[config.mk]
export PLATFORM = sky130hd
export DESIGN_NAME = key_freq_ctrl
export DESIGN_NICKNAME = d
export VERILOG_FILES = /design/src/rtl/key_freq_ctrl.sv
export SDC_FILE = /design/constraint.sdc
export NUM_CORES = 1
export LEC_CHECK = 0
export BUFFER_PORTS_ARGS = -buffer_cell sky130_fd_sc_hd__clkbuf_2
export CORE_ASPECT_RATIO = 1.2
export CORE_MARGIN = 3
export CORE_UTILIZATION = 58
export DETAILED_ROUTE_END_ITERATION = 6
export PLACE_DENSITY = 0.73
export SLEW_MARGIN = 20
export SYNTH_ARGS = -nofsm -noshare
export SYNTH_HDL_FRONTEND = slang
export SYNTH_SLANG_ARGS = --single-unit
[constraint.sdc]
create_clock -name clk -period 5.5 [get_ports clk]
set_clock_uncertainty 0.05 [all_clocks]
set_input_delay 0.275 -clock clk [delete_from_list [all_inputs] [get_ports clk]]
set_output_delay 0.275 -clock clk [all_outputs]
set_load 0.005 [all_outputs]
[src/rtl/key_freq_ctrl.sv]
// key_freq_ctrl: per-channel LED blinkers with key-adjusted half-periods
// and a multiplexed BCD readout of the selected channel's toggle rate.
module key_freq_ctrl #(
    parameter int F_CLK       = 50000000,
    parameter int F_TICK      = 1000,
    parameter int CH          = 4,
    parameter int DIGITS      = 4,
    parameter int PERIOD_MIN  = 100,
    parameter int PERIOD_MAX  = 1000,
    parameter int PERIOD_STEP = 100,
    parameter int PERIOD_INIT = 1000,
    parameter int REPEAT_DLY  = 500,
    parameter int REPEAT_RATE = 100
) (
    input  logic                    clk,
    input  logic                    rst,
    input  logic                    key_up,
    input  logic                    key_dn,
    input  logic                    key_sel,
    output logic [CH-1:0]           led,
    output logic [$clog2(CH)-1:0]   ch_sel,
    output logic [3:0]              dig_bcd,
    output logic                    dig_dp,
    output logic [DIGITS-1:0]       dig_en,
    output logic                    busy
);

    localparam int TDIV = F_CLK / F_TICK;
    localparam int TW   = (TDIV > 1) ? $clog2(TDIV) : 1;
    localparam int PW   = $clog2(PERIOD_MAX + 1);
    localparam int CW   = $clog2(CH);
    localparam int DW   = $clog2(DIGITS);
    localparam int RPW  = $clog2(REPEAT_DLY + 1);
    localparam int W    = $clog2(100 * F_TICK / PERIOD_MIN + 1);
    localparam int SW   = $clog2(W + 1);
    localparam int BW   = 4 * DIGITS;

    localparam logic [31:0]  NUM_V  = 32'(100 * F_TICK);
    localparam logic [31:0]  NUM_HI = NUM_V >> W;
    localparam logic [W-1:0] NUM_LO = NUM_V[W-1:0];
    localparam logic [31:0]  VMAX   = 32'(10 ** DIGITS - 1);

    typedef enum logic [1:0] {S_IDLE, S_DIV, S_BCD, S_LOAD} state_t;

    logic [TW-1:0]  tcnt;
    logic           tick;
    logic           up_q, dn_q, sel_q;
    logic           both, hold, rpt_fire;
    logic           up_ev, dn_ev, sel_ev;
    logic [RPW-1:0] rpt_cnt;
    logic [PW-1:0]  period [CH];
    logic [PW-1:0]  cnt [CH];
    logic [PW-1:0]  cur, p_new;
    logic           p_chg;
    logic           pending;
    state_t         state, state_n;
    logic [SW-1:0]  step;
    logic [PW-1:0]  divisor;
    logic [PW-1:0]  rem;
    logic [PW:0]    rem_sh;
    logic           ge;
    logic [W-1:0]   q, q_next;
    logic [BW-1:0]  bcd, bcd_adj;
    logic           sat;
    logic [3:0]     disp [DIGITS];
    logic [DW-1:0]  ptr;

    assign tick = (tcnt == TW'(TDIV - 1));

    // Free-running time base; tick marks each wrap.
    always_ff @(posedge clk or posedge rst) begin
        if (rst)       tcnt <= '0;
        else if (tick) tcnt <= '0;
        else           tcnt <= tcnt + 1'b1;
    end

    // Previous key levels for rising-edge detection.
    always_ff @(posedge clk or posedge rst) begin
        if (rst) {up_q, dn_q, sel_q} <= '0;
        else     {up_q, dn_q, sel_q} <= {key_up, key_dn, key_sel};
    end

    assign both     = key_up & key_dn;
    assign hold     = key_up ^ key_dn;
    assign rpt_fire = hold & tick & (rpt_cnt == RPW'(REPEAT_DLY - 1));
    assign up_ev    = ~both & key_up & (~up_q | rpt_fire);
    assign dn_ev    = ~both & key_dn & (~dn_q | rpt_fire);
    assign sel_ev   = key_sel & ~sel_q;

    // Hold timer: first repeat after REPEAT_DLY ticks, then every REPEAT_RATE.
    always_ff @(posedge clk or posedge rst) begin
        if (rst)
            rpt_cnt <= '0;
        else if (!hold || (key_up & ~up_q) || (key_dn & ~dn_q))
            rpt_cnt <= '0;
        else if (rpt_fire)
            rpt_cnt <= RPW'(REPEAT_DLY - REPEAT_RATE);
        else if (tick)
            rpt_cnt <= rpt_cnt + 1'b1;
    end

    // Saturating period adjustment for the selected channel.
    always_comb begin
        cur   = period[ch_sel];
        p_new = cur;
        if (up_ev)
            p_new = (cur >= PW'(PERIOD_MIN + PERIOD_STEP)) ?
                    cur - PW'(PERIOD_STEP) : PW'(PERIOD_MIN);
        else if (dn_ev)
            p_new = (32'(cur) + 32'(PERIOD_STEP) <= 32'(PERIOD_MAX)) ?
                    cur + PW'(PERIOD_STEP) : PW'(PERIOD_MAX);
    end

    assign p_chg = (p_new != cur);

    // Channel blinkers; a period change restarts that channel's count.
    always_ff @(posedge clk or posedge rst) begin
        if (rst) begin
            led <= '0;
            for (int i = 0; i < CH; i++) begin
                period[i] <= PW'(PERIOD_INIT);
                cnt[i]    <= '0;
            end
        end else begin
            for (int i = 0; i < CH; i++) begin
                if (p_chg && ch_sel == CW'(i)) begin
                    period[i] <= p_new;
                    cnt[i]    <= '0;
                end else if (tick) begin
                    if (cnt[i] == period[i] - 1'b1) begin
                        cnt[i] <= '0;
                        led[i] <= ~led[i];
                    end else begin
                        cnt[i] <= cnt[i] + 1'b1;
                    end
                end
            end
        end
    end

    // Channel selection, wrapping at the last channel.
    always_ff @(posedge clk or posedge rst) begin
        if (rst)
            ch_sel <= '0;
        else if (sel_ev)
            ch_sel <= (ch_sel == CW'(CH - 1)) ? '0 : ch_sel + 1'b1;
    end

    // Conversion request; a trigger while busy forces one rerun.
    always_ff @(posedge clk or posedge rst) begin
        if (rst) pending <= 1'b1;
        else     pending <= sel_ev | p_chg | (pending & (state != S_IDLE));
    end

    // Conversion state register.
    always_ff @(posedge clk or posedge rst) begin
        if (rst) state <= S_IDLE;
        else     state <= state_n;
    end

    // Conversion next-state and busy flag.
    always_comb begin
        state_n = state;
        busy    = 1'b0;
        unique case (state)
            S_IDLE: if (pending) state_n = S_DIV;
            S_DIV: begin
                busy = 1'b1;
                if (step == SW'(W - 1)) state_n = S_BCD;
            end
            S_BCD: begin
                busy = 1'b1;
                if (step == SW'(W - 1)) state_n = S_LOAD;
            end
            S_LOAD:  state_n = S_IDLE;
            default: state_n = S_IDLE;
        endcase
    end

    assign rem_sh = {rem, q[W-1]};
    assign ge     = (rem_sh >= {1'b0, divisor});
    assign q_next = {q[W-2:0], ge};

    // Add-3 correction of every BCD digit before each shift.
    always_comb begin
        bcd_adj = bcd;
        for (int k = 0; k < DIGITS; k++)
            if (bcd[4*k +: 4] >= 4'd5)
                bcd_adj[4*k +: 4] = bcd[4*k +: 4] + 4'd3;
    end

    // Divider, double-dabble and display load datapath.
    always_ff @(posedge clk or posedge rst) begin
        if (rst) begin
            step    <= '0;
            divisor <= '0;
            rem     <= '0;
            q       <= '0;
            bcd     <= '0;
            sat     <= 1'b0;
            for (int k = 0; k < DIGITS; k++) disp[k] <= '0;
        end else begin
            unique case (state)
                S_IDLE: begin
                    if (pending) begin
                        divisor <= period[ch_sel];
                        rem     <= NUM_HI[PW-1:0];
                        q       <= NUM_LO;
                        step    <= '0;
                    end
                end
                S_DIV: begin
                    rem  <= ge ? PW'(rem_sh - {1'b0, divisor}) : rem_sh[PW-1:0];
                    q    <= q_next;
                    step <= (step == SW'(W - 1)) ? '0 : step + 1'b1;
                    if (step == SW'(W - 1)) begin
                        bcd <= '0;
                        sat <= (32'(q_next) > VMAX);
                    end
                end
                S_BCD: begin
                    bcd  <= {bcd_adj[BW-2:0], q[W-1]};
                    q    <= {q[W-2:0], 1'b0};
                    step <= (step == SW'(W - 1)) ? '0 : step + 1'b1;
                end
                S_LOAD: begin
                    for (int k = 0; k < DIGITS; k++)
                        disp[k] <= sat ? 4'd9 : bcd[4*(DIGITS-1-k) +: 4];
                end
                default: ;
            endcase
        end
    end

    // Digit scan pointer, one digit per tick.
    always_ff @(posedge clk or posedge rst) begin
        if (rst)
            ptr <= '0;
        else if (tick)
            ptr <= (ptr == DW'(DIGITS - 1)) ? '0 : ptr + 1'b1;
    end

    // Active digit drive.
    always_comb begin
        dig_en      = '0;
        dig_en[ptr] = 1'b1;
        dig_bcd     = disp[ptr];
        dig_dp      = (ptr == DW'(DIGITS - 3));
    end

endmodule
* Word-level counts from Yosys, hierarchy flattened *
Index checks and enable logic that the tools add are counted.

word-level totals
  flip-flop bits (word level) = 185
  bits of input ports = 5

operators by class
  $add $sub $neg = 21
  magnitude comparators = 11
  eq/ne operators = 19
  muxes and demuxes = 49
  bitwise operators = 30
  reduce and logical (&&, ||, !) cells = 31

operator list
  operator               number
  $mux 10                21
  $add 10x1->10 const B  4
  $eq 10x10->1           4
  $sub 10x1->10 const B  4
  $mux 16                2
  $pmux 16 s2            1
  $pmux 10 s3            1
  $mux 4                 7
  $mux 9                 3
  $bmux 10 s2            1
  $pmux 10 s2            1
  $add 16x1->16 const B  1
  $eq 16x16->1 const B   1
  $ge 4x3->1 const B     4
  $reduce_bool 2->1      8
  $reduce_and 3->1       5
  $add 4x2->4 const B    3
  $not 1->1              12
  $add 10x7->11 const B  1
  $and 1x1->1            11
  $ge 11x10->1           1
  $le 11x10->1 const B   1
  $add 10x7->10 const B  1
  $eq 2x2->1 const B     5
  32 further kinds       58

* Logic depth before layout (Yosys ltp) *
Gate-level depths: netlist of the first run.

  depth in word-level cells = 13
  depth in mapped cells = 16
  mapped depth without buffers = 13

* Least setup slack after synthesis of the first run *
No wires, ideal clock.

  path kind = register to register
  start = register ch_sel[0]
  end = register period[31] (netlist bit)
  setup time = 0.125 ns
  data arrival time = 3.651 ns
  required time = 5.325 ns
  setup slack = 1.675 ns
  stages on the path, launching flop included = 13
  path buffers = 2
  cell sequence = dfrtp_1 buf_6 mux4_2 ha_1 a211o_1 nand2_1 xor2_2 o31ai_2 mux2_4 nor4_4 a21bo_1 buf_6 mux2_2

between the ends
  longest elaborated chain between the ends = 11

RTL lines
  what                                            line  text
  start, declared                                 21    output logic [$clog2(CH)-1:0] ch_sel,
  start signal, assigned                          146   ch_sel <= (ch_sel == CW'(CH - 1)) ? '0 : ch_sel + 1'b1;
  $not 2->3 (not written as such) (*)             104   cur = period[ch_sel];
  $bmux 10 s2 (*)                                 104
  $mux 10 (not written as such) (*) (2 in a row)  104
  named net cur[2]                                53    logic [PW-1:0] cur, p_new;
  $add 10x7->11                                   110   p_new = (32'(cur) + 32'(PERIOD_STEP) <= 32'(PERIOD_MAX)) ?
  $le 11x10->1                                    110
  $mux 10                                         110
  $mux 10                                         109   else if (dn_ev)
  $mux 10                                         106   if (up_ev)
  $ne 10x10->1                                    114   assign p_chg = (p_new != cur);
  $logic_and 1x1->1                               126   if (p_chg && ch_sel == CW'(i)) begin
  end signal, assigned by index                   121   period[i] <= PW'(PERIOD_INIT);
  end signal, assigned by index                   127   period[i] <= p_new;
  end, declared                                   51    logic [PW-1:0] period [CH];

The timed path passes the listed nets; every way through them passes the cells marked *. The select of a mux whose other input is x is not followed.
A chain may end at the register's enable or synchronous reset.

* Final worst setup path of the first run *
  start = input port key_up
  end = register period[32] (netlist bit)

between the ends
  longest elaborated chain between the ends = 9

RTL lines
  what                      line  text
  start, declared           17    input logic key_up,
  $xor 1x1->1               84    assign hold = key_up ^ key_dn;
  $and 1x1->1 (2 in a row)  85    assign rpt_fire = hold & tick & (rpt_cnt == RPW'(REPEAT_DLY - 1));
  $or 1x1->1                87    assign dn_ev = ~both & key_dn & (~dn_q | rpt_fire);
  $and 1x1->1               87
  $mux 10                   109
  $mux 10 (*)               106
  $ne 10x10->1              114
  $logic_and 1x1->1         126

Every way passes the cells marked *; elsewhere a longest branch is shown, timed or not.

==> flow_summary_export.csv, run 1 <==
group,metric,value,unit
synthesis,syn_area,11420,um2
flow_run,cap_violations,0,
drt,vias,8896,
clock_tree,post-cts-setup-buffer-count,0,
grt,grt_pass1_wl,42.97,mm
drt,totalWireLength,25.55,mm
grt,grt_usage,24.47,%
setup_path,cpMaxStageDelayCell,"nor4_4",
timing,tns,0,ns
timing,hold_viol_final,19,
setup_path,worst_ep_arrival_time,4.98,ns
setup_path,crit_family,"simple AND/OR/NAND/NOR gates",
placement,dp.cells,1439,
setup_path,cp_max_fo,19,
grt,first_global_vias,8444,
floorplan,dieWidth,134.1,um
setup_path,cp-start-kind,"input pin",
setup_path,critPathKind,"input pin to flip-flop",
timing,whs,-0.03548,ns
drt,drtAntennaViolNets,0,
floorplan,io_pins,21,
setup_path,path_cells,"dlygate4sd3_1 > clkbuf_2 > inv_1 > ha_1 > nand2b_1 > nor4_1 > a41o_1 > buf_4 > nand3_1 > nor3b_1 > mux2_4 > nor4_4 > a21bo_1 > mux2_2",
setup_path,critPathMaxStageDelay,0.67,ns
setup_path,worstReg2RegEnd,"period[32]",
clock_tree,cts_max_level,4,
synthesis,async_flop_share,100.0,%
cells_and_area,fin_nets,1259,
grt,grt_remaining_overflow,0,
power_and_ir_drop,combPwrFrac,49.2,%
synthesis,synthFlopType,"dfrtp_1",
cells_and_area,instances_no_fill,1471,
drt,drtIter0Drc,628,
power_and_ir_drop,pwr-share-clk,18.3,%
power_and_ir_drop,internal-power,0.003786,W
placement,gp_congestion,0.9448,
grt,grt_max_degree,132,
drt,vias_per_cell,6.048,
cells_and_area,synthToLayoutAreaGrowth,7.637,%
cells_and_area,n_antenna_cell,0,
setup_path,r2r_cells,11,
run_status,status,"complete, but fails checks",
timing,setup_viol,0,
power_and_ir_drop,switchingPower,0.002773,W
timing,slew_headroom,33.33,%
placement,io_buffer_count,20,
floorplan,dieArea,21410,um2
placement,place_area,11670,um2
synthesis,yosys.cell_types.count,75,
synthesis,mappedNetlistNets,1259,
power_and_ir_drop,vdd_drop_max,294.6,uV
setup_path,cp-end-kind,"flip-flop",
floorplan,fp-row-count,55,
power_and_ir_drop,power_frac_seq,32.5,%
floorplan,initial_core_util,59.90,%
cells_and_area,drive_gt1_share,13.58,%
setup_path,r2r_slack,0.84,ns
clock_tree,clock-sinks,185,
clock_tree,cts_inserted_buffers,17,
power_and_ir_drop,power,0.006559,W
setup_path,timing.rr.start,"ch_sel[1]",
drt,remaining_drc_errors,0,
synthesis,synthCells,1205,
clock_tree,clk_path_buf_depth,2,
grt,antenna_found_initial,0,
floorplan,die_h,159.7,um
setup_path,cp_num_buf_inv,4,
synthesis,yosysWarnings,0,
timing,clock.fmax,211.9,MHz
floorplan,core-area,19060,um2
timing,worst-slew-pin-transition,0.9911,ns
power_and_ir_drop,p_leak,5.387,nW
clock_tree,path_clk_slew,0.06,ns
clock_tree,cts-root-buf,"clkbuf_16",
cells_and_area,fin_util,64.48,%
timing,report.final.slew_viol_count,0,
synthesis,yosysSeqAreaShare,40.82,%
drt,drt_pass1_iterations,5,
run_status,violations,"negative hold slack",
min_path,hp-class,"input pin to asynchronous set/reset pin",
clock_tree,tritoncts,"yes",
clock_tree,clock_latency,0.43,ns
cells_and_area,fin_area,12290,um2
setup_path,critPathRequiredTime,5.76,ns
drt,routedWlPerCell,17.37,um
synthesis,avgSynthCellArea,9.476,um2
placement,dp_hpwl,17.88,mm
synthesis,synth-seq-cells,185,
power_and_ir_drop,p_per_area,533.7,nW/um2
timing,period_minus_slack,4.719,ns
timing,finalCritPeriodShare,85.80,%
power_and_ir_drop,sw_frac_of_total,42.28,%
timing,rsz0062_at_grt,"false",
synthesis,synth_edf_count,0,
[worst reg2reg max path, delay by kind of cell, from the launching register on]
family | cells | cell delay (ns)
DFF | 1 | 0.67
muxes | 3 | 1.25
AOI/OAI and AO/OA | 3 | 1.19
buffers and inverters | 1 | 0.19
and+or+nand+nor | 2 | 0.78
xor gates and xnor gates | 1 | 0.10
adders and majority gates | 1 | 0.32
[synthesized netlist by cell type (4+ instances only)]
cell       number  area [um2]
mux4_2         15       337.8
nor3_1         30       150.1
nor4_1          8       50.05
a21boi_0        5       37.54
a211oi_1        5       37.54
mux2_4         19       285.3
nor2_1         89       334.1
a21oi_1        80       400.4
buf_2           5       25.02
and3b_1         4       35.03
buf_6           6       67.56
mux2i_1        12       120.1
nor2b_1        15       93.84
nand3b_1       24       180.2
clkbuf_1       35       131.4
nand2b_1       13       81.33
xnor2_1        49       429.2
and2_1          4       25.02
or3_1           4       25.02
dfrtp_1       160        4004
a22o_1         16       140.1
nor3b_1         8       60.06
buf_4           5       37.54
a2bb2oi_1       5       43.79
ha_1           48       600.6
inv_1          55       206.5
nand3_1        43       215.2
o31ai_1         4       30.03
a21boi_1        9       67.56
nand2_1       131       491.7
xor2_1         36       315.3
and3_1         28       175.2
mux2_2         32       360.4
o21ai_0        99       495.5
nand4_1        10       62.56
dfstp_2        25       656.9
[per-layer routing]
| metal | GRT usage [%] | vias up | share of wire (%) | routed length, um |
|---|---|---|---|---|
| met5 | 0 | - | 0 | 0 |
| met4 | 8.843 | 0 | 3.3 | 853 |
| met3 | 3.655 | 63 | 3.6 | 918 |
| met2 | 41.40 | 216 | 50 | 12720 |
| met1 | 32.10 | 4353 | 43 | 11060 |
| li1 | - | 4264 | - | - |
[power groups by stage]
stage          Clock, W  Sequential [W]  Combinational [W]
6_report        0.00120         0.00213            0.00323
5_1_grt         0.00129         0.00217            0.00358
4_1_cts         0.00123         0.00212            0.00320
3_5_place_dp          0         0.00214            0.00318
3_3_place_gp          0         0.00213            0.00313
2_1_floorplan         0         0.00197            0.00263
[cells in the final DEF (no fill, tap or decap), drive strengths merged, types with 24 or more instances in the layout]
| cell type | instances |
|---|---|
| dfrtp | 160 |
| nand2 | 132 |
| o21ai | 100 |
| nor2 | 89 |
| a21oi | 80 |
| inv | 58 |
| mux2 | 51 |
| xnor2 | 49 |
| ha | 48 |
| nand3 | 43 |
| clkbuf | 39 |
| xor2 | 37 |
| nor3 | 30 |
| and3 | 28 |
| dfstp | 25 |
| nand3b | 24 |
[final cells by class]
type | count | area (um2)
clock buffer | 19 | 442.9
timing repair buffer | 35 | 220.2
multi-input combinational | 911 | 6312
fill | 1551 | 6771
tap | 256 | 320.3
inverter | 55 | 214.0
sequential | 185 | 4661
clock inverter | 10 | 120.1
[metrics by stage]
stage	hold slack, ns	worst slack (ns)
floorplan	0.2564	0.1876
global placement	0.3665	1.106
detailed placement	0.3715	1.038
CTS	0.02857	1.011
global route	0.05610	0.5503
finish	-0.03548	0.7810
[timing repair]
action / CTS / global route
resized for setup: 0 / 0
endpoints found under the hold margin: 3 / 0
hold buffers: 3 / 0
[registers in the layout, indices dropped and copies added, names as in the netlist, 4 cells and up]
register  flops
disp         16
divisor      10
step          4
led           4
q            10
bcd          16
cnt          40
rem          10
rpt_cnt       9
tcnt         16
period       40
[worst max-delay path by stage]
stage                     slack, ns  cells after the start          to  startpoint
after global placement         1.11                     10  period[22]   ch_sel[0]
after CTS                      1.01                     14  period[32]      key_up
after floorplan                0.19                      1      bcd[0]         rst
after detailed placement       1.04                     10  period[12]   ch_sel[1]
final                          0.78                     14  period[32]      key_up
after global routing           0.55                     14  period[32]      key_up
[cells by family after synthesis]
logic type	count (synthesis)	share of synthesized area, %
multiplexers	78	9.665
buffers and inverters	109	4.197
AO/OA/AOI/OAI	273	14.77
XOR/XNOR	86	6.662
AND/OR/NAND/NOR	425	18.45
adder cells (fa/ha/maj)	49	5.435
flip-flops	185	40.82
No activity file was read; power rests on OpenSTA's default activity.
==> run 2: changes to the inputs <==
--- a/config.mk
+++ b/config.mk
@@ -10,7 +10,7 @@
 export CORE_MARGIN = 3
 export CORE_UTILIZATION = 58
 export DETAILED_ROUTE_END_ITERATION = 6
-export PLACE_DENSITY = 0.73
+export PLACE_DENSITY = 0.75
 export SLEW_MARGIN = 20
 export SYNTH_ARGS = -nofsm -noshare
 export SYNTH_HDL_FRONTEND = slang
==> run 2 against run 1 <==
Compared with the run above:
- the flow still finishes with violations (negative hold slack)
- combinational power barely moved
- cell count rose by 0.27%
- via count barely moved
- sequential power barely moved
- fmax barely moved
- power rose by 0.11%
- global-route usage barely moved
- worst setup slack improved by 0.0035 ns
- clock-buffer cell count rose by 4
- non-clock buffer count rose by 1
- first-iteration DRC count fell by 21%
- worst hold slack improved by 0.030 ns
- critical endpoint is now period[31]
- largest power group unchanged
==> flow_summary_export.csv, run 2 (synthesis results as in run 1) <==
group,metric,value,unit
clock_tree,clock-sinks,185,
timing,tns,0,ns
cells_and_area,final_common_cell,"dfrtp_1",
power_and_ir_drop,p_leak,5.389,nW
timing,hold_viol_final,3,
run_status,violations,"negative hold slack",
timing,finalCritPeriodShare,85.74,%
cells_and_area,layout_common_cells,"dfrtp_1 (160), nand2_1 (131), o21ai_0 (99)",
grt,first_global_vias,8688,
timing,setup_viol,0,
drt,wl_met1,10.96,mm
drt,drtIter0Drc,499,
clock_tree,tritoncts,"yes",
setup_path,critPathKind,"flip-flop to flip-flop",
grt,grt_pass1_wl,43.00,mm
floorplan,dieWidth,134.1,um
setup_path,cp-end-kind,"flip-flop",
power_and_ir_drop,p_per_area,533.6,nW/um2
clock_tree,clk_path_buf_depth,2,
flow_run,cap_violations,0,
floorplan,die_h,159.7,um
setup_path,worstReg2RegEnd,"period[31]",
drt,highest_layer,"met4",
timing,rsz0062_at_grt,"false",
timing,slew_headroom,32.73,%
timing,whs,-0.005423,ns
floorplan,dieArea,21410,um2
power_and_ir_drop,vdd_drop_max,280.1,uV
drt,vias_per_cell,6.035,
grt,antenna_found_initial,0,
setup_path,r2r_cells,11,
cells_and_area,fin_nets,1260,
setup_path,critPathRequiredTime,5.76,ns
drt,drtAntennaViolNets,0,
setup_path,cp-start-kind,"flip-flop",
run_status,status,"complete, but fails checks",
setup_path,r2r_slack,0.78,ns
drt,routedWlPerCell,17.42,um
grt,grt_remaining_overflow,0,
timing,clock.fmax,212.1,MHz
drt,wl_met3,1.067,mm
setup_path,startpoint,"ch_sel[1]",
clock_tree,cts_max_level,4,
clock_tree,cts_inserted_buffers,17,
min_path,hp-class,"input pin to asynchronous set/reset pin",
setup_path,cp_max_fo,19,
setup_path,timing.rr.start,"ch_sel[1]",
timing,period_minus_slack,4.716,ns
cells_and_area,drive_gt1_share,13.62,%
grt,grt_usage,24.47,%
placement,gp_congestion,0.9492,
setup_path,worst_ep_arrival_time,4.98,ns
cells_and_area,synthToLayoutAreaGrowth,7.769,%
drt,remaining_drc_errors,0,
drt,drt_pass1_iterations,5,
cells_and_area,n_antenna_cell,0,
cells_and_area,instances_no_fill,1475,
floorplan,fp-row-count,55,
grt,grt_max_degree,137,
placement,dp.cells,1440,
placement,io_buffer_count,20,
clock_tree,cts-root-buf,"clkbuf_16",
clock_tree,path_clk_slew,0.07,ns
floorplan,core-area,19060,um2
drt,route.met2.wl,12.93,mm
timing,worst-slew-pin-transition,0.9984,ns
cells_and_area,nFillCells,1569,
floorplan,io_pins,21,
drt,totalWireLength,25.69,mm
timing,report.final.slew_viol_count,0,
floorplan,initial_core_util,59.90,%
clock_tree,clock_latency,0.44,ns
clock_tree,post_cts_resized,0,
drt,vias,8902,
cells_and_area,reg_top3,"cnt x40, period x40",
placement,dp_hpwl,17.96,mm
==> run 2: cell types whose count changed in the layout (fill, tap and decap cells not counted) <==
cell	change
clkbuf_1	+3
a2111oi_2	-1
bufinv_16	-1
a2111oi_4	+1
inv_6	-1
clkinv_4	+1
clkbuf_8	+1
buf_4	+1
==> run 2: power breakdown <==
part           internal [W]  switching [W]  total [W]  leakage [nW]
sequential          0.00173       0.000389    0.00212          2.39
clock              0.000651       0.000533    0.00118         0.268
combinational       0.00138        0.00188    0.00326          2.73
total               0.00376        0.00280    0.00657          5.39
==> run 2: what timing repair did <==
action                                 CTS  global route
endpoints found under the hold margin    3             0
buffers inserted                         0             0
hold buffers                             3             0
==> run 2: how the worst max path moves through the flow <==
stage               cells after the start         end  slack [ns]
finish                                 11  period[31]        0.78
global route                           12      led[0]        0.58
CTS                                    11  period[31]        1.02
detailed placement                     11  period[31]        1.03
global placement                       11  period[31]        1.14
floorplan                               1      bcd[0]        0.19
==> run 2: cell type report <==
| cell class | instances | area (um2) | share of cell area [%] |
|---|---|---|---|
| clock buffer | 23 | 467.9 | 3.803 |
| clock inverter | 9 | 90.09 | 0.7321 |
| inverter | 55 | 214.0 | 1.739 |
| multi-input combinational | 911 | 6325 | 51.40 |
| sequential | 185 | 4661 | 37.87 |
| tap | 256 | 320.3 | 2.603 |
| timing repair buffer | 36 | 227.7 | 1.851 |
==> run 2: critical path: stages, from the launching register on <==
cell	delay [ns]
dfrtp_1	0.68
mux4_2	0.41
inv_1	0.14
ha_1	0.35
a21boi_0	0.32
o221ai_1	0.22
o31ai_2	0.20
buf_4	0.18
mux2_4	0.32
nor4_4	0.69
a21bo_1	0.62
mux2_2	0.41
==> run 2: layer usage <==
| layer | track usage, % | vias to the layer above |
|---|---|---|
| li1 | - | 4284 |
| met1 | 30.63 | 4355 |
| met2 | 43.06 | 215 |
| met3 | 3.466 | 48 |
| met4 | 8.981 | 0 |
| met5 | 0 | - |
==> run 2: per-stage QoR <==
step / worst slack, ns / hold WS [ns] / instance area (um2) / power, W / utilization, %
finish: 0.7845 / -0.005423 / 12310 / 0.006566 / 64.56
global route: 0.5765 / 0.06745 / 12310 / 0.007032 / 64.56
CTS: 1.016 / 0.05290 / 12270 / 0.006524 / 64.35
detailed placement: 1.033 / 0.3694 / 11680 / 0.005310 / 61.26
global placement: 1.140 / 0.3692 / 11680 / 0.005242 / 61.26
floorplan: 0.1876 / 0.2564 / 11420 / 0.004592 / -
==> run 3: changes to the inputs <==
--- a/config.mk
+++ b/config.mk
@@ -10,7 +10,7 @@
 export CORE_MARGIN = 3
 export CORE_UTILIZATION = 58
 export DETAILED_ROUTE_END_ITERATION = 6
-export PLACE_DENSITY = 0.75
+export PLACE_DENSITY = 0.77
 export SLEW_MARGIN = 20
 export SYNTH_ARGS = -nofsm -noshare
 export SYNTH_HDL_FRONTEND = slang
==> run 3 against run 2 <==
Compared with the run above:
- the flow now finishes without violations
- critical path type unchanged
- fmax rose by 1.1%
- sequential share of layout area about the same
- largest cell class unchanged
- clock-buffer cell count is 2 lower
- global-route usage up 0.080 points
- combinational power barely moved
- critical endpoint is now period[12]
- flip-flop and latch count stayed put
==> flow_summary_export.csv, run 3 (synthesis results as in run 1) <==
group,metric,value,unit
run_status,status,"complete, no violations",
clock_tree,clk_path_buf_depth,2,
setup_path,cp-start-kind,"flip-flop",
drt,vias_per_cell,5.998,
setup_path,r2r_slack,0.83,ns
floorplan,dieWidth,134.1,um
timing,finalCritPeriodShare,84.83,%
drt,highest_layer,"met4",
power_and_ir_drop,p_per_area,534.4,nW/um2
placement,place_area,11690,um2
grt,grt_pass1_wl,43.09,mm
clock_tree,tritoncts,"yes",
cells_and_area,fin_nets,1261,
timing,setup_slack,0.8343,ns
clock_tree,path_clk_slew,0.07,ns
power_and_ir_drop,p_leak,5.398,nW
setup_path,timing.rr.start,"ch_sel[0]",
cells_and_area,final_common_cell,"dfrtp_1",
drt,wl_met1,10.86,mm
setup_path,r2r_cells,12,
timing,clock.fmax,214.3,MHz
timing,period_minus_slack,4.666,ns
setup_path,cp_max_fo,20,
cells_and_area,fin_area,12290,um2
power_and_ir_drop,vdd_drop_max,332.1,uV
placement,dp.cells,1441,
cells_and_area,drive_gt1_share,13.78,%
setup_path,critPathMaxStageDelay,0.85,ns
drt,drtIter0Drc,529,
drt,remaining_drc_errors,0,
floorplan,core-area,19060,um2
drt,drtAntennaViolNets,0,
placement,place_ws,0.9071,ns
floorplan,dieArea,21410,um2
cells_and_area,nFillCells,1540,
grt,antenna_found_initial,0,
timing,report.final.slew_viol_count,0,
clock_tree,cts-root-buf,"clkbuf_16",
timing,slew_headroom,26.67,%
timing,hold_viol_final,0,
drt,routedWlPerCell,17.36,um
setup_path,path_cells,"mux4_2 > inv_1 > ha_1 > inv_1 > o21ai_0 > nor3_1 > a2111oi_0 > nor3_1 > a22oi_1 > nor4_4 > a21boi_2 > mux2_4",
drt,vias,8847,
clock_tree,cts_inserted_buffers,17,
cells_and_area,synthToLayoutAreaGrowth,7.670,%
clock_tree,post-cts-setup-buffer-count,0,
setup_path,cp-end-kind,"flip-flop",
grt,grt_max_degree,147,
setup_path,critPathKind,"flip-flop to flip-flop",
floorplan,fp-row-count,55,
drt,totalWireLength,25.61,mm
clock_tree,cts_max_level,4,
floorplan,initial_core_util,59.90,%
grt,first_global_vias,8640,
drt,wl_met3,1.034,mm
placement,dp_hpwl,17.80,mm
cells_and_area,instances_no_fill,1475,
cells_and_area,layout_common_cells,"dfrtp_1 (160), nand2_1 (131), o21ai_0 (99)",
clock_tree,clock_latency,0.43,ns
timing,worst-slew-pin-transition,1.094,ns
setup_path,worstReg2RegEnd,"period[12]",
grt,grt_usage,24.55,%
drt,route.met2.wl,12.78,mm
floorplan,io_pins,21,
cells_and_area,n_antenna_cell,0,
placement,gp_congestion,0.9921,
cells_and_area,reg_top3,"cnt x40, period x40",
setup_path,cpMaxStageDelayCell,"a21boi_2",
timing,rsz0062_at_grt,"false",
floorplan,die_h,159.7,um
drt,drt_pass1_iterations,5,
setup_path,worst_ep_arrival_time,4.93,ns
timing,tns,0,ns
clock_tree,post_cts_resized,0,
flow_run,cap_violations,0,
grt,grt_remaining_overflow,0,
timing,setup_viol,0,
min_path,hp-class,"input pin to asynchronous set/reset pin",
setup_path,critPathRequiredTime,5.76,ns
clock_tree,cts_hold_buf,3,
placement,io_buffer_count,20,
clock_tree,clock-sinks,185,
[run 3: cell types whose count changed in the layout (fill, tap and decap cells not counted), sizes merged]
| cell | delta |
|---|---|
| inv | +4 |
| clkinv | -2 |
| clkbuf | -2 |
| buf | +1 |
| clkinvlp | -1 |
[run 3: power breakdown]
group / leakage (nW) / internal (W) / switching [W]
clock network: 0.277 / 0.000657 / 0.000538
registers: 2.39 / 0.00173 / 0.000402
logic: 2.73 / 0.00138 / 0.00187
total: 5.40 / 0.00376 / 0.00281
[run 3: final cells by class]
| type | count | area [um2] | share of cell area (%) |
|---|---|---|---|
| multi-input combinational | 911 | 6297 | 51.22 |
| tap | 256 | 320.3 | 2.605 |
| clock buffer | 21 | 460.4 | 3.745 |
| sequential | 185 | 4661 | 37.91 |
| inverter | 55 | 214.0 | 1.740 |
| clock inverter | 10 | 106.4 | 0.8651 |
| timing repair buffer | 37 | 235.2 | 1.913 |
[run 3: through the flow]
step / total power, W / hold slack, ns / util, %
global placement: 0.005228 / 0.3706 / 61.30
finish: 0.006570 / 0.02588 / 64.50
global route: 0.007032 / 0.09653 / 64.50
floorplan: 0.004592 / 0.2564 / -
detailed placement: 0.005311 / 0.3629 / 61.30
CTS: 0.006548 / 0.08089 / 64.43
[run 3: how the worst max path moves through the flow]
stage	from	end	cells past startpoint
after global routing	ch_sel[0]	period[12]	12
after detailed placement	ch_sel[0]	period[2]	12
after floorplan	rst	bcd[0]	1
final	ch_sel[0]	period[12]	12
after CTS	ch_sel[0]	period[2]	12
after global placement	ch_sel[0]	period[2]	12
[run 3: worst max-delay path: cells and delay by family, from the launching register on]
kind	cells	cell delay [ns]
AOI/OAI and AO/OA	4	2.04
buffers and inverters	2	0.29
muxes	2	1.00
and+or+nand+nor	3	0.39
DFF	1	0.56
adders and majority gates	1	0.21
[run 3: layer usage]
metal / global-route usage, % / vias to the layer above
met4: 10.51 / 0
met5: 0 / -
met1: 31.24 / 4295
met2: 41.75 / 216
li1: - / 4265
met3: 3.718 / 71
